**config.mk**
```make
export PLATFORM = sky130hd
export DESIGN_NAME = motion_scheduler
export DESIGN_NICKNAME = d
export VERILOG_FILES = /design/src/rtl/motion_scheduler.sv
export SDC_FILE = /design/constraint.sdc
export NUM_CORES = 1
export LEC_CHECK = 0
export ABC_AREA = 1
export CORE_UTILIZATION = 46
export DETAILED_ROUTE_END_ITERATION = 8
export GPL_TIMING_DRIVEN = 0
export PLACE_DENSITY = 0.74
export SETUP_SLACK_MARGIN = 0.15
export SLEW_MARGIN = 20
export SYNTH_ARGS = -nofsm -noshare
export SYNTH_HDL_FRONTEND = slang
export SYNTH_SLANG_ARGS = --single-unit
```
**constraint.sdc**
```tcl
create_clock -name clk -period 2.83 [get_ports clk]
set_input_delay 0.283 -clock clk [delete_from_list [all_inputs] [get_ports clk]]
set_output_delay 0.283 -clock clk [all_outputs]
set_load 0.03 [all_outputs]
```
**src/rtl/motion_scheduler.sv**
```systemverilog
// Per-frame motion sequencer: gates vsync rising edges with pause/step control and
// runs a two-phase (X then Y) bouncing Q10.4 position update, flagging frame overruns.
module motion_scheduler #(
  parameter int X_LIMIT  = 600,
  parameter int Y_LIMIT  = 440,
  parameter int X_INIT_Q = 0,
  parameter int Y_INIT_Q = 0
) (
  input  logic        clk,
  input  logic        rst_n,
  input  logic        vsync,
  input  logic        paused,
  input  logic [11:0] step_size,
  input  logic        step_req,
  output logic [9:0]  pos_x,
  output logic [9:0]  pos_y,
  output logic        dir_x,
  output logic        dir_y,
  output logic [7:0]  frame_cnt,
  output logic        update_done,
  output logic        overrun
);

  localparam logic [14:0] X_BOUND = 15'(X_LIMIT * 16);
  localparam logic [14:0] Y_BOUND = 15'(Y_LIMIT * 16);
  localparam logic [13:0] X_INIT  = 14'(X_INIT_Q);
  localparam logic [13:0] Y_INIT  = 14'(Y_INIT_Q);

  typedef enum logic [1:0] {
    IDLE  = 2'd0,
    UPD_X = 2'd1,
    UPD_Y = 2'd2
  } state_t;

  typedef struct packed {
    logic [13:0] acc;
    logic        dir;
  } axis_t;

  state_t      state, next_state;
  logic [13:0] acc_x, acc_y;
  logic [11:0] step_q;
  logic        vsync_d;
  logic        step_pending;
  logic        vs_rise;
  logic        advance;
  axis_t       next_x, next_y;

  // One move along an axis with a single reflection at either end of [0, bound].
  function automatic axis_t bounce(input logic [13:0] acc, input logic dir,
                                   input logic [13:0] s, input logic [14:0] bound);
    axis_t       r;
    logic [14:0] n;
    r.acc = acc;
    r.dir = dir;
    n     = {1'b0, acc} + {1'b0, s};
    if (dir) begin
      if (n >= bound) begin
        r.acc = 14'((bound << 1) - n);
        r.dir = 1'b0;
      end else begin
        r.acc = n[13:0];
      end
    end else begin
      if (s >= acc) begin
        r.acc = s - acc;
        r.dir = 1'b1;
      end else begin
        r.acc = acc - s;
      end
    end
    return r;
  endfunction

  assign vs_rise = vsync & ~vsync_d;
  assign advance = vs_rise & (~paused | step_pending) & (state == IDLE);

  assign next_x = bounce(acc_x, dir_x, {2'b00, step_q}, X_BOUND);
  assign next_y = bounce(acc_y, dir_y, {2'b00, step_q}, Y_BOUND);

  assign pos_x = acc_x[13:4];
  assign pos_y = acc_y[13:4];

  // NOTE: state registers use non-blocking assignments so every flop samples
  // pre-edge values, independent of statement order inside the block.
  always_ff @(posedge clk or negedge rst_n) begin
    if (!rst_n) begin
      state <= IDLE;
    end else begin
      state <= next_state;
    end
  end

  // NOTE: next_state gets a default before the case so no path leaves it
  // unassigned, which would otherwise infer a latch.
  always_comb begin
    next_state = state;
    case (state)
      IDLE:    if (advance) next_state = UPD_X;
      UPD_X:   next_state = UPD_Y;
      UPD_Y:   next_state = IDLE;
      default: next_state = IDLE;
    endcase
  end

  always_ff @(posedge clk or negedge rst_n) begin
    if (!rst_n) begin
      acc_x        <= X_INIT;
      acc_y        <= Y_INIT;
      dir_x        <= 1'b1;
      dir_y        <= 1'b1;
      step_q       <= '0;
      vsync_d      <= 1'b0;
      step_pending <= 1'b0;
      frame_cnt    <= '0;
      update_done  <= 1'b0;
      overrun      <= 1'b0;
    end else begin
      vsync_d     <= vsync;
      update_done <= (state == UPD_Y);

      // A request arriving alongside the advance it would have enabled is consumed by it.
      if (advance) begin
        step_pending <= 1'b0;
      end else if (step_req && paused) begin
        step_pending <= 1'b1;
      end

      if (advance) begin
        step_q    <= step_size;
        frame_cnt <= frame_cnt + 8'd1;
      end

      if (vs_rise && state != IDLE) begin
        overrun <= 1'b1;
      end

      if (state == UPD_X) begin
        acc_x <= next_x.acc;
        dir_x <= next_x.dir;
      end

      if (state == UPD_Y) begin
        acc_y <= next_y.acc;
        dir_y <= next_y.dir;
      end
    end
  end

endmodule

```
==> impl_metrics.json <==
{
  "status": "finished clean",
  "skew_ns": 0.0138,
  "drt_pre_antenna_iters": 5,
  "postSynthNetCount": 1362,
  "grt_pass1_vias": 7380,
  "grt.overflow.total": 0,
  "synth.mux.area_fraction_pct": 0,
  "routed_wire_length_per_instance_um": 15.9,
  "grt_use_total_pct": 27.6,
  "yosys.area_share.adder_pct": 13.3,
  "min_path_type": "in -> async",
  "syn_inst": 1264,
  "finalWeightedCongestion": 0.904,
  "fillers": 1551,
  "setup.worst_path.start_class": "flip-flop",
  "port-buffer-count": 48,
  "crit_path_end": "acc_x[9]$_DFFE_PN0N_",
  "r2r-start": "step_q[0]$_DFFE_PN0P_",
  "detail_route.wirelength_mm": 25.8,
  "max_slew_margin_pct": 55.6,
  "layout.cells.non_filler": 1623,
  "tritoncts_clock_tree": "done",
  "synth_flop_cell": "sky130_fd_sc_hd__dfrtp_1",
  "critical_path.max_fanout": 6,
  "finalSetupViolations": 0,
  "clock_insertion_delay_worst_skew_ns": 0.32,
  "mappedNetlistArea_mm2": 0.00795,
  "dp_hpwl_mm": 19.1,
  "synth-compound-area-share_pct": 13.9,
  "yosys-top-cells-area": "sky130_fd_sc_hd__nand2_1, sky130_fd_sc_hd__dfrtp_1, sky130_fd_sc_hd__ha_1, sky130_fd_sc_hd__inv_1, sky130_fd_sc_hd__nand3_1",
  "distinct_cell_type_count_after_synthesis": 50,
  "cts-htree-levels": 2,
  "maximum_number_of_pins_on_one_net_before_global_route_repair": 30,
  "worst_setup_hold_path_clk_slew_ns": 0.09,
  "grt_antenna_before_repair": 0,
  "main_combinational_cell_family_by_area_after_synthesis": "simple AND/OR/NAND/NOR gates",
  "boundaryPins": 49,
  "num_antenna_cells": 0,
  "worst_setup_ep_type": "flip-flop",
  "clock_path_buffers": 2,
  "rr_worst_depth": 17,
  "register_area_mm2": 0.00144,
  "worst_slew_pin_slew_ns": 0.666,
  "grt_pass1_wl_mm": 38.4,
  "yosys.area.top_type": "sky130_fd_sc_hd__nand2_1",
  "clock_sinks": 56,
  "core_region_area_mm2": 0.0167,
  "route.detailed.vias_per_inst": 5.35,
  "multi_input_comb_area_mm2": 0.00617,
  "drv_slew": 0,
  "residual_antenna_violating_net_count_after_detailed_routing": 0,
  "cts-root-buf": "sky130_fd_sc_hd__clkbuf_16",
  "vertical_die_dimension_um": 133,
  "period_share_pct": 96.9,
  "synth.ff_latch_count": 56,
  "syn2layout_area_growth_pct": 30.3,
  "ys.warnings.count": 0,
  "rows": 47,
  "route.detailed.drc": 0,
  "timing.critical_path.from": "step_q[0]$_DFFE_PN0P_",
  "final.setup.tns_ns": 0,
  "fin_nets": 1500,
  "yosys.area_share.simple_pct": 36.0,
  "cts-buffers-inserted": 5,
  "hold_slack_ns": 0.437,
  "worstPathArrival_ns": 2.99,
  "synth_async_sr_flop_share_pct": 100,
  "finalWorstPathRequiredPeriod_ns": 2.74,
  "max_cap_viol_count": 0,
  "initial_utilization_pct": 47.6,
  "worstReg2RegEnd": "acc_x[9]$_DFFE_PN0N_",
  "critical_path_class": "reg -> reg",
  "synth_enable_flop_cells": 0,
  "reg2reg_slack_ns": 0.09,
  "synth-xor-area-share_pct": 5.18,
  "synthDominantCellAreaShare_pct": 18.5,
  "post_route_cells_drive_above_1_share_pct": 28.4,
  "vias": 8676,
  "post_place_cells": 1533,
  "full_die_area_mm2": 0.0178,
  "synth_top_cells_by_count": "sky130_fd_sc_hd__nand2_1, sky130_fd_sc_hd__inv_1, sky130_fd_sc_hd__nand3_1",
  "yosysMostFrequentCell": "sky130_fd_sc_hd__nand2_1",
  "utilization_pct": 62.1,
  "drt-initial-drc-count": 831,
  "postSynthAreaPerCell_um2": 6.29,
  "worstPathRequired_ns": 3.08,
  "maxClockFrequency_mhz": 365,
  "finalHoldViolCount": 0,
  "unrepaired_setup_endpoints_after_global_routing": "true",
  "dieWidth_um": 133,
  "ys_seq_area_share_pct": 17.7
}
[worst min path at each step]
stage | slack, ns | endpoint | startpoint
after CTS | 0.43 | vsync_d$_DFF_PN0_ | vsync
after floorplan | -0.01 | acc_x[0]$_DFFE_PN0N_ | rst_n
after global placement | 0.44 | overrun$_DFFE_PN0P_ | vsync_d$_DFF_PN0_
final | 0.44 | acc_x[12]$_DFFE_PN0N_ | rst_n
after global routing | 0.44 | vsync_d$_DFF_PN0_ | vsync
after detailed placement | 0.24 | acc_x[12]$_DFFE_PN0N_ | rst_n
[cells in the final DEF, fill, tap and decap left out, drive strengths merged, types with 2 or more instances in the layout]
master         count
clkinv             2
clkinvlp           4
dfstp              2
nor3              12
a31oi              4
buf              131
o211ai             4
xor2              40
a21o               2
o2111ai            2
dfrtp             54
fa                 6
nand3            109
nand4             15
clkbuf            15
and2               2
o21bai            10
xnor2              7
a22oi              2
a21oi             98
a21boi             3
ha                75
nand2            414
clkdlybuf4s50     47
nor2             104
inv              171
o21ai             60
[through the flow]
step	worst slack, ns	cell area, um2
after floorplan	0.337	7950
after global placement	-0.488	8710
after detailed placement	-0.341	8720
after CTS	0.105	9210
after global routing	-0.0159	10400
final	0.0872	10400
[worst max-delay path: stages, from the launching register on]
cell and delay (ns):
sky130_fd_sc_hd__dfrtp_2 0.47, sky130_fd_sc_hd__ha_4 0.17, sky130_fd_sc_hd__inv_2 0.04, sky130_fd_sc_hd__fa_2 0.36, sky130_fd_sc_hd__inv_2 0.10, sky130_fd_sc_hd__nand3_1 0.13, sky130_fd_sc_hd__nand3_2 0.11, sky130_fd_sc_hd__nand2_2 0.08
sky130_fd_sc_hd__nand2_1 0.10, sky130_fd_sc_hd__nand2_1 0.08, sky130_fd_sc_hd__nand2_2 0.14, sky130_fd_sc_hd__a21oi_2 0.06, sky130_fd_sc_hd__nand2_2 0.09, sky130_fd_sc_hd__nand2_4 0.09, sky130_fd_sc_hd__buf_8 0.15, sky130_fd_sc_hd__o211ai_1 0.24
sky130_fd_sc_hd__nand2_1 0.15, sky130_fd_sc_hd__o21ai_1 0.11
[cell families after synthesis]
kind of cell / count (synthesis)
buffers and inverters: 233
flip-flops: 56
AND/OR/NAND/NOR: 658
adder cells (fa/ha/maj): 81
XOR/XNOR: 47
AO/OA/AOI/OAI: 189
[repair_timing]
item / 4_1_cts / 5_1_grt
resized for setup: 57 / 184
setup endpoints to repair: 28 / 28
pin swaps: 11 / 82
cloned: 0 / 4
hold buffers: 1 / 0
hold endpoints to repair: 27 / 0
buffers inserted: 21 / 56
[flip-flops by register name, summed over array words and instances, names as in the netlist]
signal,count
frame_cnt,8
acc_x,14
dir_y,1
update_done,1
dir_x,1
state,2
acc_y,14
overrun,1
step_pending,1
step_q,12
vsync_d,1
[cell type report]
class / instances / share of cell area, %
buffer: 59 / 4.89
inverter: 174 / 6.53
timing repair buffer: 130 / 11.1
sequential: 56 / 13.9
clock inverter: 3 / 0.266
tap: 220 / 2.66
clock buffer: 5 / 1.21
multi-input combinational: 976 / 59.5
[routing by layer]
layer  up-vias  global-route usage [%]  part of all wire (%)
met5         -                       0                     0
met4         0                    6.69                   1.8
met3        37                    4.19                   7.9
met2       348                    41.6                    44
met1      4018                    40.8                    47
li1       4273                       -                     -
Power is not shown: default switching activity piles up to over one toggle a cycle in this logic, so the estimate is an artifact.
